<file path="src/rtl/apb_spi_xfer_sequencer_if.sv">
// APB bus bundle between apb_spi_xfer_sequencer (master) and the SPI
// register block (slave).
//
// Signals:
//   PSEL, PENABLE, PWRITE  master -> slave  APB control
//   PADDR[2:0]             master -> slave  register address
//   PWDATA[7:0]            master -> slave  write data
//   PRDATA[7:0]            slave -> master  read data
//   PREADY                 slave -> master  access complete
//   PSLVERR                slave -> master  access error
//
// Handshake: a transfer is one SETUP cycle (PSEL=1, PENABLE=0) followed by
// ACCESS cycles (PSEL=1, PENABLE=1) until PREADY=1; it completes on the rising
// edge where PENABLE=1 and PREADY=1. PADDR/PWRITE/PWDATA are stable from SETUP
// through completion. PRDATA and PSLVERR are meaningful only on that edge.
interface apb_spi_xfer_sequencer_if;
    logic       PSEL;
    logic       PENABLE;
    logic       PWRITE;
    logic [2:0] PADDR;
    logic [7:0] PWDATA;
    logic [7:0] PRDATA;
    logic       PREADY;
    logic       PSLVERR;

    modport master (
        output PSEL, PENABLE, PWRITE, PADDR, PWDATA,
        input  PRDATA, PREADY, PSLVERR
    );

    modport slave (
        input  PSEL, PENABLE, PWRITE, PADDR, PWDATA,
        output PRDATA, PREADY, PSLVERR
    );
endinterface

</file>
<file path="src/rtl/apb_spi_xfer_sequencer.sv">
// APB master that programs the SPI master's CR1/CR2/BR registers on request
// and runs byte transfers: write DR, poll SR until SPIF, read DR back.
//
// Ports:
//   PCLK, PRESETn              clock, asynchronous active-low reset
//   cfg_start                  one-cycle request to (re)program CR1/CR2/BR
//   cfg_cr1, cfg_cr2, cfg_br   register values, sampled at acceptance
//   cfg_done                   pulse when configuration completes or aborts
//   xfer_req, xfer_txdata      level transfer request and byte to send
//   xfer_ready                 configured and idle (request accepted now)
//   xfer_done, xfer_rxdata     end-of-transfer pulse and received byte
//   xfer_err                   pulse with cfg_done/xfer_done on error/timeout
//   configured                 last configuration completed without error
//   fsm_state                  current FSM state (debug)
//   apb                        APB master port
module apb_spi_xfer_sequencer #(
    parameter int unsigned POLL_MAX = 255
) (
    input  logic       PCLK,
    input  logic       PRESETn,
    input  logic       cfg_start,
    input  logic [7:0] cfg_cr1,
    input  logic [7:0] cfg_cr2,
    input  logic [7:0] cfg_br,
    output logic       cfg_done,
    input  logic       xfer_req,
    input  logic [7:0] xfer_txdata,
    output logic       xfer_ready,
    output logic       xfer_done,
    output logic [7:0] xfer_rxdata,
    output logic       xfer_err,
    output logic       configured,
    output logic [2:0] fsm_state,
    apb_spi_xfer_sequencer_if.master apb
);
    localparam logic [2:0] CR1_ADDR  = 3'd0;
    localparam logic [2:0] CR2_ADDR  = 3'd1;
    localparam logic [2:0] BR_ADDR   = 3'd2;
    localparam logic [2:0] SR_ADDR   = 3'd3;
    localparam logic [2:0] DR_ADDR   = 3'd5;
    localparam int         SPIF_BIT  = 7;
    localparam logic [7:0] POLL_LAST = 8'(POLL_MAX - 1);

    typedef enum logic [2:0] {
        IDLE    = 3'd0,
        CFG_CR1 = 3'd1,
        CFG_CR2 = 3'd2,
        CFG_BR  = 3'd3,
        WR_DR   = 3'd4,
        POLL_SR = 3'd5,
        RD_DR   = 3'd6,
        FINISH  = 3'd7
    } state_t;

    state_t     state, state_next;
    logic       access, access_next;        // 0: SETUP phase, 1: ACCESS phase
    logic       seq_cfg, seq_cfg_next;      // current sequence is configuration
    logic       err, err_next;
    logic       cfg_ok, cfg_ok_next;
    logic [7:0] cr1, cr1_next, cr2, cr2_next, br, br_next, tx, tx_next;
    logic [7:0] poll_cnt, poll_cnt_next;
    logic [7:0] rx, rx_next;

    always_ff @(posedge PCLK or negedge PRESETn) begin
        if (!PRESETn) begin
            state    <= IDLE;
            access   <= 1'b0;
            seq_cfg  <= 1'b0;
            err      <= 1'b0;
            cfg_ok   <= 1'b0;
            cr1      <= '0;
            cr2      <= '0;
            br       <= '0;
            tx       <= '0;
            poll_cnt <= '0;
            rx       <= '0;
        end else begin
            state    <= state_next;
            access   <= access_next;
            seq_cfg  <= seq_cfg_next;
            err      <= err_next;
            cfg_ok   <= cfg_ok_next;
            cr1      <= cr1_next;
            cr2      <= cr2_next;
            br       <= br_next;
            tx       <= tx_next;
            poll_cnt <= poll_cnt_next;
            rx       <= rx_next;
        end
    end

    always_comb begin
        state_next    = state;
        access_next   = access;
        seq_cfg_next  = seq_cfg;
        err_next      = err;
        cfg_ok_next   = cfg_ok;
        cr1_next      = cr1;
        cr2_next      = cr2;
        br_next       = br;
        tx_next       = tx;
        poll_cnt_next = poll_cnt;
        rx_next       = rx;
        case (state)
            IDLE: begin
                access_next = 1'b0;
                err_next    = 1'b0;
                if (cfg_start) begin
                    cr1_next     = cfg_cr1;
                    cr2_next     = cfg_cr2;
                    br_next      = cfg_br;
                    seq_cfg_next = 1'b1;
                    state_next   = CFG_CR1;
                end else if (xfer_req && cfg_ok) begin
                    tx_next       = xfer_txdata;
                    seq_cfg_next  = 1'b0;
                    poll_cnt_next = '0;
                    state_next    = WR_DR;
                end
            end
            FINISH: begin
                access_next = 1'b0;
                state_next  = IDLE;
            end
            default: begin
                if (!access) begin
                    access_next = 1'b1;
                end else if (apb.PREADY) begin
                    // Transfer completes on this edge; the next transfer (if
                    // any) starts with a SETUP cycle while PSEL stays high.
                    access_next = 1'b0;
                    if (apb.PSLVERR) begin
                        err_next   = 1'b1;
                        state_next = FINISH;
                        if (seq_cfg) cfg_ok_next = 1'b0;
                    end else begin
                        case (state)
                            CFG_CR1: state_next = CFG_CR2;
                            CFG_CR2: state_next = CFG_BR;
                            CFG_BR: begin
                                cfg_ok_next = 1'b1;
                                state_next  = FINISH;
                            end
                            WR_DR: state_next = POLL_SR;
                            POLL_SR: begin
                                if (apb.PRDATA[SPIF_BIT]) begin
                                    state_next = RD_DR;
                                end else if (poll_cnt == POLL_LAST) begin
                                    err_next   = 1'b1;
                                    state_next = FINISH;
                                end else begin
                                    poll_cnt_next = poll_cnt + 8'd1;
                                end
                            end
                            RD_DR: begin
                                rx_next    = apb.PRDATA;
                                state_next = FINISH;
                            end
                            default: state_next = FINISH;
                        endcase
                    end
                end
            end
        endcase
    end

    // APB outputs decode straight from registered state, so the asynchronous
    // reset drops PSEL/PENABLE immediately.
    logic       bus_active;
    logic [2:0] addr;
    logic [7:0] wdata;
    logic       write;

    always_comb begin
        bus_active = 1'b1;
        addr       = '0;
        wdata      = '0;
        write      = 1'b0;
        case (state)
            CFG_CR1: begin addr = CR1_ADDR; wdata = cr1; write = 1'b1; end
            CFG_CR2: begin addr = CR2_ADDR; wdata = cr2; write = 1'b1; end
            CFG_BR:  begin addr = BR_ADDR;  wdata = br;  write = 1'b1; end
            WR_DR:   begin addr = DR_ADDR;  wdata = tx;  write = 1'b1; end
            POLL_SR: addr = SR_ADDR;
            RD_DR:   addr = DR_ADDR;
            default: bus_active = 1'b0;
        endcase
    end

    assign apb.PSEL    = bus_active;
    assign apb.PENABLE = bus_active & access;
    assign apb.PWRITE  = write;
    assign apb.PADDR   = addr;
    assign apb.PWDATA  = wdata;

    // cfg_start takes priority in IDLE, so a simultaneous xfer_req is not
    // accepted that cycle.
    assign xfer_ready  = (state == IDLE) && cfg_ok && !cfg_start;
    assign cfg_done    = (state == FINISH) && seq_cfg;
    assign xfer_done   = (state == FINISH) && !seq_cfg;
    assign xfer_err    = (state == FINISH) && err;
    assign xfer_rxdata = rx;
    assign configured  = cfg_ok;
    assign fsm_state   = state;
endmodule
</file>
<file path="src/flat_wrapper.sv">
// flat-port wrapper written by rule: the top's interface ports become plain ports
module apb_spi_xfer_sequencer_flat 
#(
    parameter int unsigned POLL_MAX = 255
)
  (PCLK, PRESETn, cfg_start, cfg_cr1, cfg_cr2, cfg_br, cfg_done, xfer_req, xfer_txdata, xfer_ready, xfer_done, xfer_rxdata, xfer_err, configured, fsm_state, apb_PSEL, apb_PENABLE, apb_PWRITE, apb_PADDR, apb_PWDATA, apb_PRDATA, apb_PREADY, apb_PSLVERR);
  apb_spi_xfer_sequencer_if apb_i ();
  input  logic PCLK;
  input  logic PRESETn;
  input  logic cfg_start;
  input  logic [7:0] cfg_cr1;
  input  logic [7:0] cfg_cr2;
  input  logic [7:0] cfg_br;
  output logic cfg_done;
  input  logic xfer_req;
  input  logic [7:0] xfer_txdata;
  output logic xfer_ready;
  output logic xfer_done;
  output logic [7:0] xfer_rxdata;
  output logic xfer_err;
  output logic configured;
  output logic [2:0] fsm_state;
  output wire logic [$bits(apb_i.PSEL)-1:0] apb_PSEL;
  output wire logic [$bits(apb_i.PENABLE)-1:0] apb_PENABLE;
  output wire logic [$bits(apb_i.PWRITE)-1:0] apb_PWRITE;
  output wire logic [$bits(apb_i.PADDR)-1:0] apb_PADDR;
  output wire logic [$bits(apb_i.PWDATA)-1:0] apb_PWDATA;
  input wire logic [$bits(apb_i.PRDATA)-1:0] apb_PRDATA;
  input wire logic [$bits(apb_i.PREADY)-1:0] apb_PREADY;
  input wire logic [$bits(apb_i.PSLVERR)-1:0] apb_PSLVERR;
  assign apb_PSEL = apb_i.PSEL;
  assign apb_PENABLE = apb_i.PENABLE;
  assign apb_PWRITE = apb_i.PWRITE;
  assign apb_PADDR = apb_i.PADDR;
  assign apb_PWDATA = apb_i.PWDATA;
  assign apb_i.PRDATA = apb_PRDATA;
  assign apb_i.PREADY = apb_PREADY;
  assign apb_i.PSLVERR = apb_PSLVERR;
  apb_spi_xfer_sequencer #(.POLL_MAX(POLL_MAX)) u_core (.PCLK(PCLK), .PRESETn(PRESETn), .cfg_start(cfg_start), .cfg_cr1(cfg_cr1), .cfg_cr2(cfg_cr2), .cfg_br(cfg_br), .cfg_done(cfg_done), .xfer_req(xfer_req), .xfer_txdata(xfer_txdata), .xfer_ready(xfer_ready), .xfer_done(xfer_done), .xfer_rxdata(xfer_rxdata), .xfer_err(xfer_err), .configured(configured), .fsm_state(fsm_state), .apb(apb_i));
endmodule
</file>
<file path="config.mk">
export PLATFORM = sky130hd
export DESIGN_NAME = apb_spi_xfer_sequencer_flat
export DESIGN_NICKNAME = d
export VERILOG_FILES = /design/src/rtl/apb_spi_xfer_sequencer_if.sv /design/src/rtl/apb_spi_xfer_sequencer.sv /design/src/flat_wrapper.sv
export SDC_FILE = /design/constraint.sdc
export NUM_CORES = 1
export LEC_CHECK = 0
export CORE_MARGIN = 2
export CORE_UTILIZATION = 54
export CTS_BUF_LIST = sky130_fd_sc_hd__clkbuf_8
export CTS_CLUSTER_DIAMETER = 30
export DETAILED_ROUTE_END_ITERATION = 16
export PLACE_DENSITY = 0.88
export SYNTH_ARGS = -nofsm -noshare
export SYNTH_HDL_FRONTEND = slang
export SYNTH_SLANG_ARGS = --single-unit
</file>
<file path="constraint.sdc">
create_clock -name PCLK -period 4.1 [get_ports PCLK]
set_input_delay 0.82 -clock PCLK [delete_from_list [all_inputs] [get_ports PCLK]]
set_output_delay 0.82 -clock PCLK [all_outputs]
set_load 0.01 [all_outputs]
</file>
==> results of run 1 <==
-- registers in the layout, summed over array words and instances (netlist names) --
signal,cells
u_core.br,8
u_core.cr1,8
u_core.cr2,8
u_core.poll_cnt,8
u_core.tx,8
u_core.xfer_rxdata,8
u_core.fsm_state,3
u_core.access,1
u_core.configured,1
u_core.err,1
u_core.seq_cfg,1
-- synth_stat cells, types with 4 or more instances --
cell type and number:
nand2_1 17, a211oi_1 5, a22oi_1 9, inv_1 7, buf_4 4, and3_1 5
nor2_1 9, o21ai_0 16, nor3_1 4, dfrtp_1 55, nand3_1 5, mux2_2 48
and2_1 6, clkbuf_1 4, buf_2 4
-- layout make-up --
class	count	share of cell area
Multi-Input combinational cell	177	0.372
Sequential cell	55	0.369
Timing Repair Buffer	78	0.206
Tap cell	70	0.0235
Clock buffer	5	0.0185
Inverter	7	0.00704
Clock inverter	3	0.00436
-- metal layers --
| metal | vias up | GRT usage |
|---|---|---|
| met5 | - | 0 |
| met4 | 0 | 0.0857 |
| met3 | 15 | 0.0506 |
| met2 | 110 | 0.383 |
| met1 | 1112 | 0.340 |
| li1 | 1076 | - |
-- path summary, 6_finish.rpt --
check / start / cells after the start / slack [ps] / end
max: u_core.fsm_state[1] / 5 / 600 / apb_PWDATA[1]
min: u_core.err / 1 / 500 / u_core.err
max reg2reg: u_core.fsm_state[1] / 3 / 1660 / u_core.xfer_rxdata[1]
min reg2reg: u_core.err / 1 / 500 / u_core.err
max in group asynchronous: PRESETn / 2 / 2720 / u_core.access
min in group asynchronous: PRESETn / 1 / 590 / u_core.cr2[4]
-- worst max-delay path, cell delays in order (launching register included) --
cell             delay, ps
dfrtp_1                740
nand2b_1               350
nor2_1                 490
nand2_1                110
o21ai_0                100
clkdlybuf4s50_1        580
-- power breakdown --
group          switching, mW  internal (mW)  leakage, nW  total (mW)
logic                  0.473          0.634        0.824        1.11
registers              0.221          0.782        0.681        1.00
clock network          0.184          0.119       0.0511       0.303
total                  0.879           1.54         1.56        2.41
-- logic make-up (layout without fill, tap and decap cells) --
family	count (synthesis)	in the layout	share of synthesized area
buffers and inverters	22	93	0.0408
flip-flops	55	55	0.478
AND/OR/NAND/NOR	67	67	0.136
multiplexers	51	51	0.198
XOR/XNOR	1	1	0.00304
adder cells (fa/ha/maj)	2	2	0.00869
AO/OA/AOI/OAI	56	56	0.136
==> flow_summary.json, run 1 <==
{
  "antenna_found_initial": 0,
  "cts_setup_buffers": 0,
  "ctsHtreeMaxLevel": 2,
  "ctsResizeCount": 0,
  "worstSetupStartpointType": "flip-flop",
  "drc": 0,
  "vias": 2313,
  "status": "complete, no violations",
  "synth-async-reset-ratio": 1.00,
  "peakVddDrop_mv": 0.329,
  "ant_nets": 0,
  "dr.first_iter.drc_count": 211,
  "rsz0062_at_grt": "no",
  "place_congestion": 0.887,
  "dpl_cell_area_um2": 3640,
  "fin_cells": 395,
  "hold_ws_ps": 498,
  "final.setup_skew_ps": 8.25,
  "total_power_mw": 2.41,
  "synth-edff-count": 0,
  "crit_type": "flip-flop to output port",
  "core_area_um2": 5140,
  "cp.arrival_ps": 2680,
  "synth_ff_type": "dfrtp_1",
  "final_cell_area_um2": 3730,
  "synth.distinct_cells": 53,
  "synth-seq-cells": 55,
  "avgSynthCellArea_um2": 11.3,
  "finalMaxSlewViolations": 0,
  "multi_input_area_um2": 1390,
  "grt_usage": 0.245,
  "min_path_type": "flip-flop to flip-flop",
  "root_buffer": "clkbuf_8",
  "numCtsBuffers": 5,
  "finalHoldViolCount": 0,
  "drt_wl_total_mm": 6.72,
  "cts_sinks": 55,
  "max_slew_margin": 0.320,
  "first_pass_iters": 4,
  "max_freq_ghz": 0.286,
  "port_buffers": 75,
  "final_cell_mix": "clkdlybuf4s50_1, dfrtp_1, mux2_2, nand2_1, o21ai_0",
  "die-area_um2": 5930,
  "synth_top_area_frac": 0.478,
  "synth_area_leader_cell": "dfrtp_1",
  "synth_nets": 302,
  "die_y_um": 77.0,
  "seq_area_frac_synth": 0.478,
  "io_pins": 76,
  "period_share": 0.853,
  "final_util": 0.726,
  "critPathRequiredTime_ps": 3280,
  "overflow": 0,
  "fill_cells": 392,
  "preCtsSetupSlack_ps": 823,
  "wire_per_inst_um": 17.0,
  "syn_to_final_growth_pct": 29.5,
  "nNetsFinal": 372,
  "netlist_instances": 254,
  "timing.final.ws_setup_ps": 602,
  "worst_slew_pin_slew_ps": 1020,
  "layout-drive-gt1-share": 0.209,
  "grt_pass1_vias": 2347,
  "start_util": 0.560,
  "drt-vias-per-instance": 5.86,
  "diodes": 0,
  "drv_cap": 0,
  "powerDensity_nw_per_um2": 647,
  "synth-warning-count": 0,
  "p_leak_nw": 1.56,
  "dp_cells": 387,
  "synthTopCellsByArea": "dfrtp_1, mux2_2, o21ai_0",
  "clk_latency_ps": 310,
  "grt_pass1_wl_mm": 11.7,
  "crit_path_end_kind": "output port",
  "die_w_um": 77.0,
  "route.met2.wl_mm": 3.22,
  "wl_met3_um": 382,
  "dp_hpwl_mm": 4.70,
  "tns_ps": 0,
  "regArea_um2": 1380,
  "path_clk_slew_ps": 100,
  "final_common_cell": "clkdlybuf4s50_1",
  "clockBufferDepth": 2,
  "layout_min_cycle_time_ps": 3500,
  "wl_met1_mm": 2.97,
  "top_layer_used": "met4",
  "critPathMaxFanout": 29,
  "cts_tree": "built",
  "setup_viol": 0,
  "rows": 26,
  "syn_area_um2": 2880,
  "grt_max_degree": 37,
  "cts_hold_buf": 0
}
Note: power is estimated with default switching activity, not from simulation.
==> run 2: changes to the inputs <==
--- a/config.mk
+++ b/config.mk
@@ -10,6 +10,7 @@
 export CTS_BUF_LIST = sky130_fd_sc_hd__clkbuf_8
 export CTS_CLUSTER_DIAMETER = 30
 export DETAILED_ROUTE_END_ITERATION = 16
+export MAX_ROUTING_LAYER = met4
 export PLACE_DENSITY = 0.88
 export SYNTH_ARGS = -nofsm -noshare
 export SYNTH_HDL_FRONTEND = slang
==> run 2 against run 1 <==
Compared with the run above:
- clock skew about the same
- via count grew 0.95%
- critical path type unchanged
- non-clock buffer count did not move
- largest power group unchanged
- clock power barely moved
- critical endpoint unchanged
- clock-buffer cell count is the same
- global-route usage rose by 0.70 points
==> flow_summary.json, run 2 (synthesis gave the netlist of run 1 again) <==
{
  "diodes": 0,
  "critPathMaxFanout": 29,
  "antenna_found_initial": 0,
  "cts_hold_buf": 0,
  "p_sw_mw": 0.876,
  "crit_path_end_kind": "output port",
  "grt_pass1_vias": 2344,
  "numCtsBuffers": 5,
  "place_congestion": 0.902,
  "die_w_um": 77.0,
  "status": "complete, no violations",
  "final_cell_mix": "clkdlybuf4s50_1, dfrtp_1, mux2_2, nand2_1, o21ai_0",
  "final_common_cell": "clkdlybuf4s50_1",
  "die-area_um2": 5930,
  "ant_nets": 0,
  "dr.first_iter.drc_count": 254,
  "critPathRequiredTime_ps": 3280,
  "ctsHtreeMaxLevel": 2,
  "layout-drive-gt1-share": 0.209,
  "cts_sinks": 55,
  "finalHoldViolCount": 0,
  "start_util": 0.560,
  "rows": 26,
  "final_util": 0.726,
  "clk_latency_ps": 310,
  "powerDensity_nw_per_um2": 647,
  "rsz0062_at_grt": "no",
  "core_area_um2": 5140,
  "grt_max_degree": 37,
  "worstSetupStartpointType": "flip-flop",
  "cts_tree": "built",
  "vias": 2335,
  "switching_share": 0.363,
  "ctsResizeCount": 0,
  "first_pass_iters": 4,
  "setup_viol": 0,
  "final.setup_skew_ps": 8.66,
  "peakVddDrop_mv": 0.330,
  "root_buffer": "clkbuf_8",
  "drt_wl_total_mm": 6.70,
  "path_clk_slew_ps": 90,
  "die_y_um": 77.0,
  "p_seq_frac": 0.416,
  "wire_per_inst_um": 17.0,
  "drt-vias-per-instance": 5.91,
  "port_buffers": 75,
  "worstPathCellList": "nand2b_1, nor2_1, nand2_1, o21ai_0, clkdlybuf4s50_1",
  "drc": 0,
  "syn_to_final_growth_pct": 29.5,
  "grt_pass1_wl_mm": 11.6,
  "regToRegSetupSlack_ps": 1670,
  "cpMaxStageDelayCell": "dfrtp_1",
  "dp_hpwl_mm": 4.70,
  "clockBufferDepth": 2,
  "min_path_type": "flip-flop to flip-flop",
  "grt_usage": 0.252,
  "cp.arrival_ps": 2670,
  "max_slew_margin": 0.304,
  "drv_cap": 0,
  "p_comb_frac": 0.459,
  "internal_power_mw": 1.54,
  "tns_ps": 0,
  "finalMaxSlewViolations": 0,
  "nNetsFinal": 372,
  "layout_min_cycle_time_ps": 3490,
  "io_pins": 76,
  "overflow": 0,
  "crit_type": "flip-flop to output port",
  "worst_slew_pin_slew_ps": 1040,
  "p_clk_frac": 0.124,
  "cp_slowest_stage_delay_ps": 730,
  "cts_setup_buffers": 0,
  "p_leak_nw": 1.56,
  "period_share": 0.852,
  "max_freq_ghz": 0.286
}
==> run 2: worst paths after layout <==
check,startpoint,to,depth (start not counted)
min in group asynchronous,PRESETn,u_core.tx[4],1
max in group asynchronous,PRESETn,u_core.access,2
setup / recovery,u_core.fsm_state[1],apb_PWDATA[1],5
setup reg to reg,u_core.fsm_state[1],u_core.xfer_rxdata[1],3
hold / removal,u_core.err,u_core.err,1
hold reg to reg,u_core.err,u_core.err,1
==> run 2: power by group through the flow <==
stage,clock [mW],sequential [mW],combinational [mW]
after global placement,0,0.998,1.07
after global routing,0.329,1.04,1.21
final,0.300,1.00,1.11
after CTS,0.306,1.00,1.11
after detailed placement,0,1.01,1.11
after floorplan,0,0.923,0.735
==> run 2: routing by layer <==
metal | share of wire | wire, um | global-route usage
met1 | 0.45 | 3020 | 0.340
met2 | 0.47 | 3170 | 0.384
met3 | 0.058 | 387 | 0.0482
met4 | 0.019 | 125 | 0.0857
met5 | 0 | 0 | -
==> run 2: worst max-delay path, delay by kind of cell, from the launching register on <==
kind	cells	cell delay (ps)
AO/OA/AOI/OAI	1	100
flip-flops	1	730
AND/OR/NAND/NOR	3	940
buffers and inverters	1	580
==> run 2: final cells by class <==
cell class              count  area, um2
inverters                   7       26.3
flip-flops and latches     55       1380
clock buffers               5       68.8
fillers                   392       1410
well taps                  70       87.6
repair buffers             78        768
clock inverters             3       16.3
multi-input cells         177       1390
==> run 2: stage by stage <==
| step | power (mW) | hold slack (ps) | instances | setup WS (ps) | instance area [um2] |
|---|---|---|---|---|---|
| floorplan | 1.66 | 456 | 254 | 1750 | 2880 |
| global placement | 2.07 | 473 | 387 | 840 | 3640 |
| detailed placement | 2.12 | 484 | 387 | 823 | 3640 |
| CTS | 2.42 | 505 | 395 | 623 | 3730 |
| global route | 2.58 | 522 | 395 | 378 | 3730 |
| finish | 2.41 | 497 | 395 | 607 | 3730 |
==> run 3: changes to the inputs <==
--- a/config.mk
+++ b/config.mk
@@ -7,9 +7,11 @@
 export LEC_CHECK = 0
 export CORE_MARGIN = 2
 export CORE_UTILIZATION = 54
-export CTS_BUF_LIST = sky130_fd_sc_hd__clkbuf_8
+export CTS_BUF_LIST = sky130_fd_sc_hd__clkbuf_4
 export CTS_CLUSTER_DIAMETER = 30
 export DETAILED_ROUTE_END_ITERATION = 16
+export GPL_ROUTABILITY_DRIVEN = 0
+export GPL_TIMING_DRIVEN = 0
 export MAX_ROUTING_LAYER = met4
 export PLACE_DENSITY = 0.88
 export SYNTH_ARGS = -nofsm -noshare
==> run 3 against run 2 <==
Compared with the run above:
- critical endpoint is now apb_PWDATA[2]
- clock skew up 8.2 ps
- non-clock buffer count up 13
- combinational power up 11%
- clock-buffer cell count is 1 higher
- total power fell by 0.47%
- first-iteration DRC count down 33%
==> flow_summary.json, run 3 (synthesis gave the netlist of run 1 again) <==
{
  "dp_hpwl_mm": 5.25,
  "period_share": 0.843,
  "final_cell_mix": "clkdlybuf4s50_1, dfrtp_1, mux2_2, nand2_1, o21ai_0",
  "die_w_um": 77.0,
  "diodes": 0,
  "critPathMaxFanout": 10,
  "grt_usage": 0.257,
  "grt_pass1_vias": 2388,
  "port_buffers": 75,
  "die_y_um": 77.0,
  "path_delay_family": "buffers and inverters",
  "status": "complete, no violations",
  "ant_nets": 0,
  "regToRegSetupSlack_ps": 2010,
  "peakVddDrop_mv": 0.362,
  "cp.arrival_ps": 2630,
  "root_buffer": "clkbuf_4",
  "reg2regPathDepth": 6,
  "max_freq_ghz": 0.289,
  "die-area_um2": 5930,
  "path_clk_slew_ps": 150,
  "grt_pass1_wl_mm": 11.7,
  "worstSetupStartpointType": "flip-flop",
  "io_pins": 76,
  "drt_wl_total_mm": 6.91,
  "finalMaxSlewViolations": 0,
  "overflow": 0,
  "drv_cap": 0,
  "fin_cells": 408,
  "hold_ws_ps": 394,
  "max_slew_margin": 0.503,
  "cts_hold_buf": 0,
  "worst_slew_pin_slew_ps": 745,
  "cts_tree": "built",
  "first_pass_iters": 4,
  "layout_min_cycle_time_ps": 3450,
  "grt_max_degree": 33,
  "nNetsFinal": 385,
  "clk_latency_ps": 390,
  "p_leak_nw": 1.59,
  "reg2reg_to": "u_core.cr2[6]",
  "dr.first_iter.drc_count": 171,
  "min_path_type": "input pin to asynchronous set/reset pin",
  "ctsHtreeMaxLevel": 2,
  "wire_per_inst_um": 16.9,
  "ctsResizeCount": 0,
  "powerDensity_nw_per_um2": 633,
  "cpMaxStageDelayCell": "clkdlybuf4s50_1",
  "final_cell_area_um2": 3790,
  "dpl_cell_area_um2": 3730,
  "crit_buf_inv": 4,
  "crit_type": "flip-flop to output port",
  "worstPathCellList": "buf_2, buf_1, buf_2, a22oi_1, o21ai_0, clkdlybuf4s50_1",
  "start_util": 0.560,
  "r2r_start": "u_core.fsm_state[0]",
  "vias": 2342,
  "tns_ps": 0,
  "final_util": 0.738,
  "cts_sinks": 55,
  "core_area_um2": 5140,
  "rsz0062_at_grt": "no",
  "numCtsBuffers": 5,
  "cp_slowest_stage_delay_ps": 600,
  "crit_path_end_kind": "output port",
  "clockBufferDepth": 2,
  "drt-vias-per-instance": 5.74,
  "setup_viol": 0,
  "antenna_found_initial": 0,
  "final_common_cell": "clkdlybuf4s50_1",
  "rows": 26,
  "cts_setup_buffers": 0,
  "critPathRequiredTime_ps": 3280,
  "finalHoldViolCount": 0,
  "syn_to_final_growth_pct": 31.6,
  "cpMostUsedCell": "buf_2",
  "dp_cells": 400,
  "layout-drive-gt1-share": 0.228,
  "final.setup_skew_ps": 16.8,
  "drc": 0
}
-- run 3: changes by cell type in the layout (fill, tap and decap cells not counted), sizes merged --
cell,delta
inv,-3
buf,+9
clkinv,+2
clkbuf,+5
-- run 3: worst max-delay path by stage --
stage,startpoint,to,cells past startpoint
after floorplan,u_core.fsm_state[0],apb_PWDATA[1],5
after global placement,PRESETn,u_core.poll_cnt[6],1
after detailed placement,cfg_start,xfer_ready,4
after CTS,u_core.fsm_state[0],apb_PWDATA[2],6
after global routing,u_core.fsm_state[0],apb_PWDATA[5],6
final,u_core.fsm_state[0],apb_PWDATA[2],6
-- run 3: layout make-up --
cell class / count / area (um2)
well taps: 70 / 87.6
flip-flops and latches: 55 / 1380
multi-input cells: 177 / 1390
fillers: 383 / 1350
repair buffers: 76 / 766
plain buffers: 15 / 91.3
clock inverters: 2 / 12.5
inverters: 7 / 26.3
clock buffers: 6 / 45.0
-- run 3: stage by stage --
stage | power [mW] | setup slack (ps)
4_1_cts | 2.41 | 622
3_5_place_dp | 2.17 | 813
3_3_place_gp | 2.12 | 531
5_1_grt | 2.56 | 473
6_report | 2.40 | 645
2_1_floorplan | 1.66 | 1750
-- run 3: where the power goes --
group          internal [mW]  leakage (nW)  switching (mW)  total (mW)
clock                 0.0735        0.0333           0.168       0.242
combinational          0.664         0.872           0.566        1.23
sequential             0.783         0.681           0.146       0.929
total                   1.52          1.59           0.880        2.40
-- run 3: routing by layer --
metal	vias to the layer above	global-route usage	wire length, um
li1	1104	-	-
met1	1139	0.322	2910
met2	88	0.426	3480
met3	11	0.0482	402
met4	0	0.0821	119
met5	-	-	0
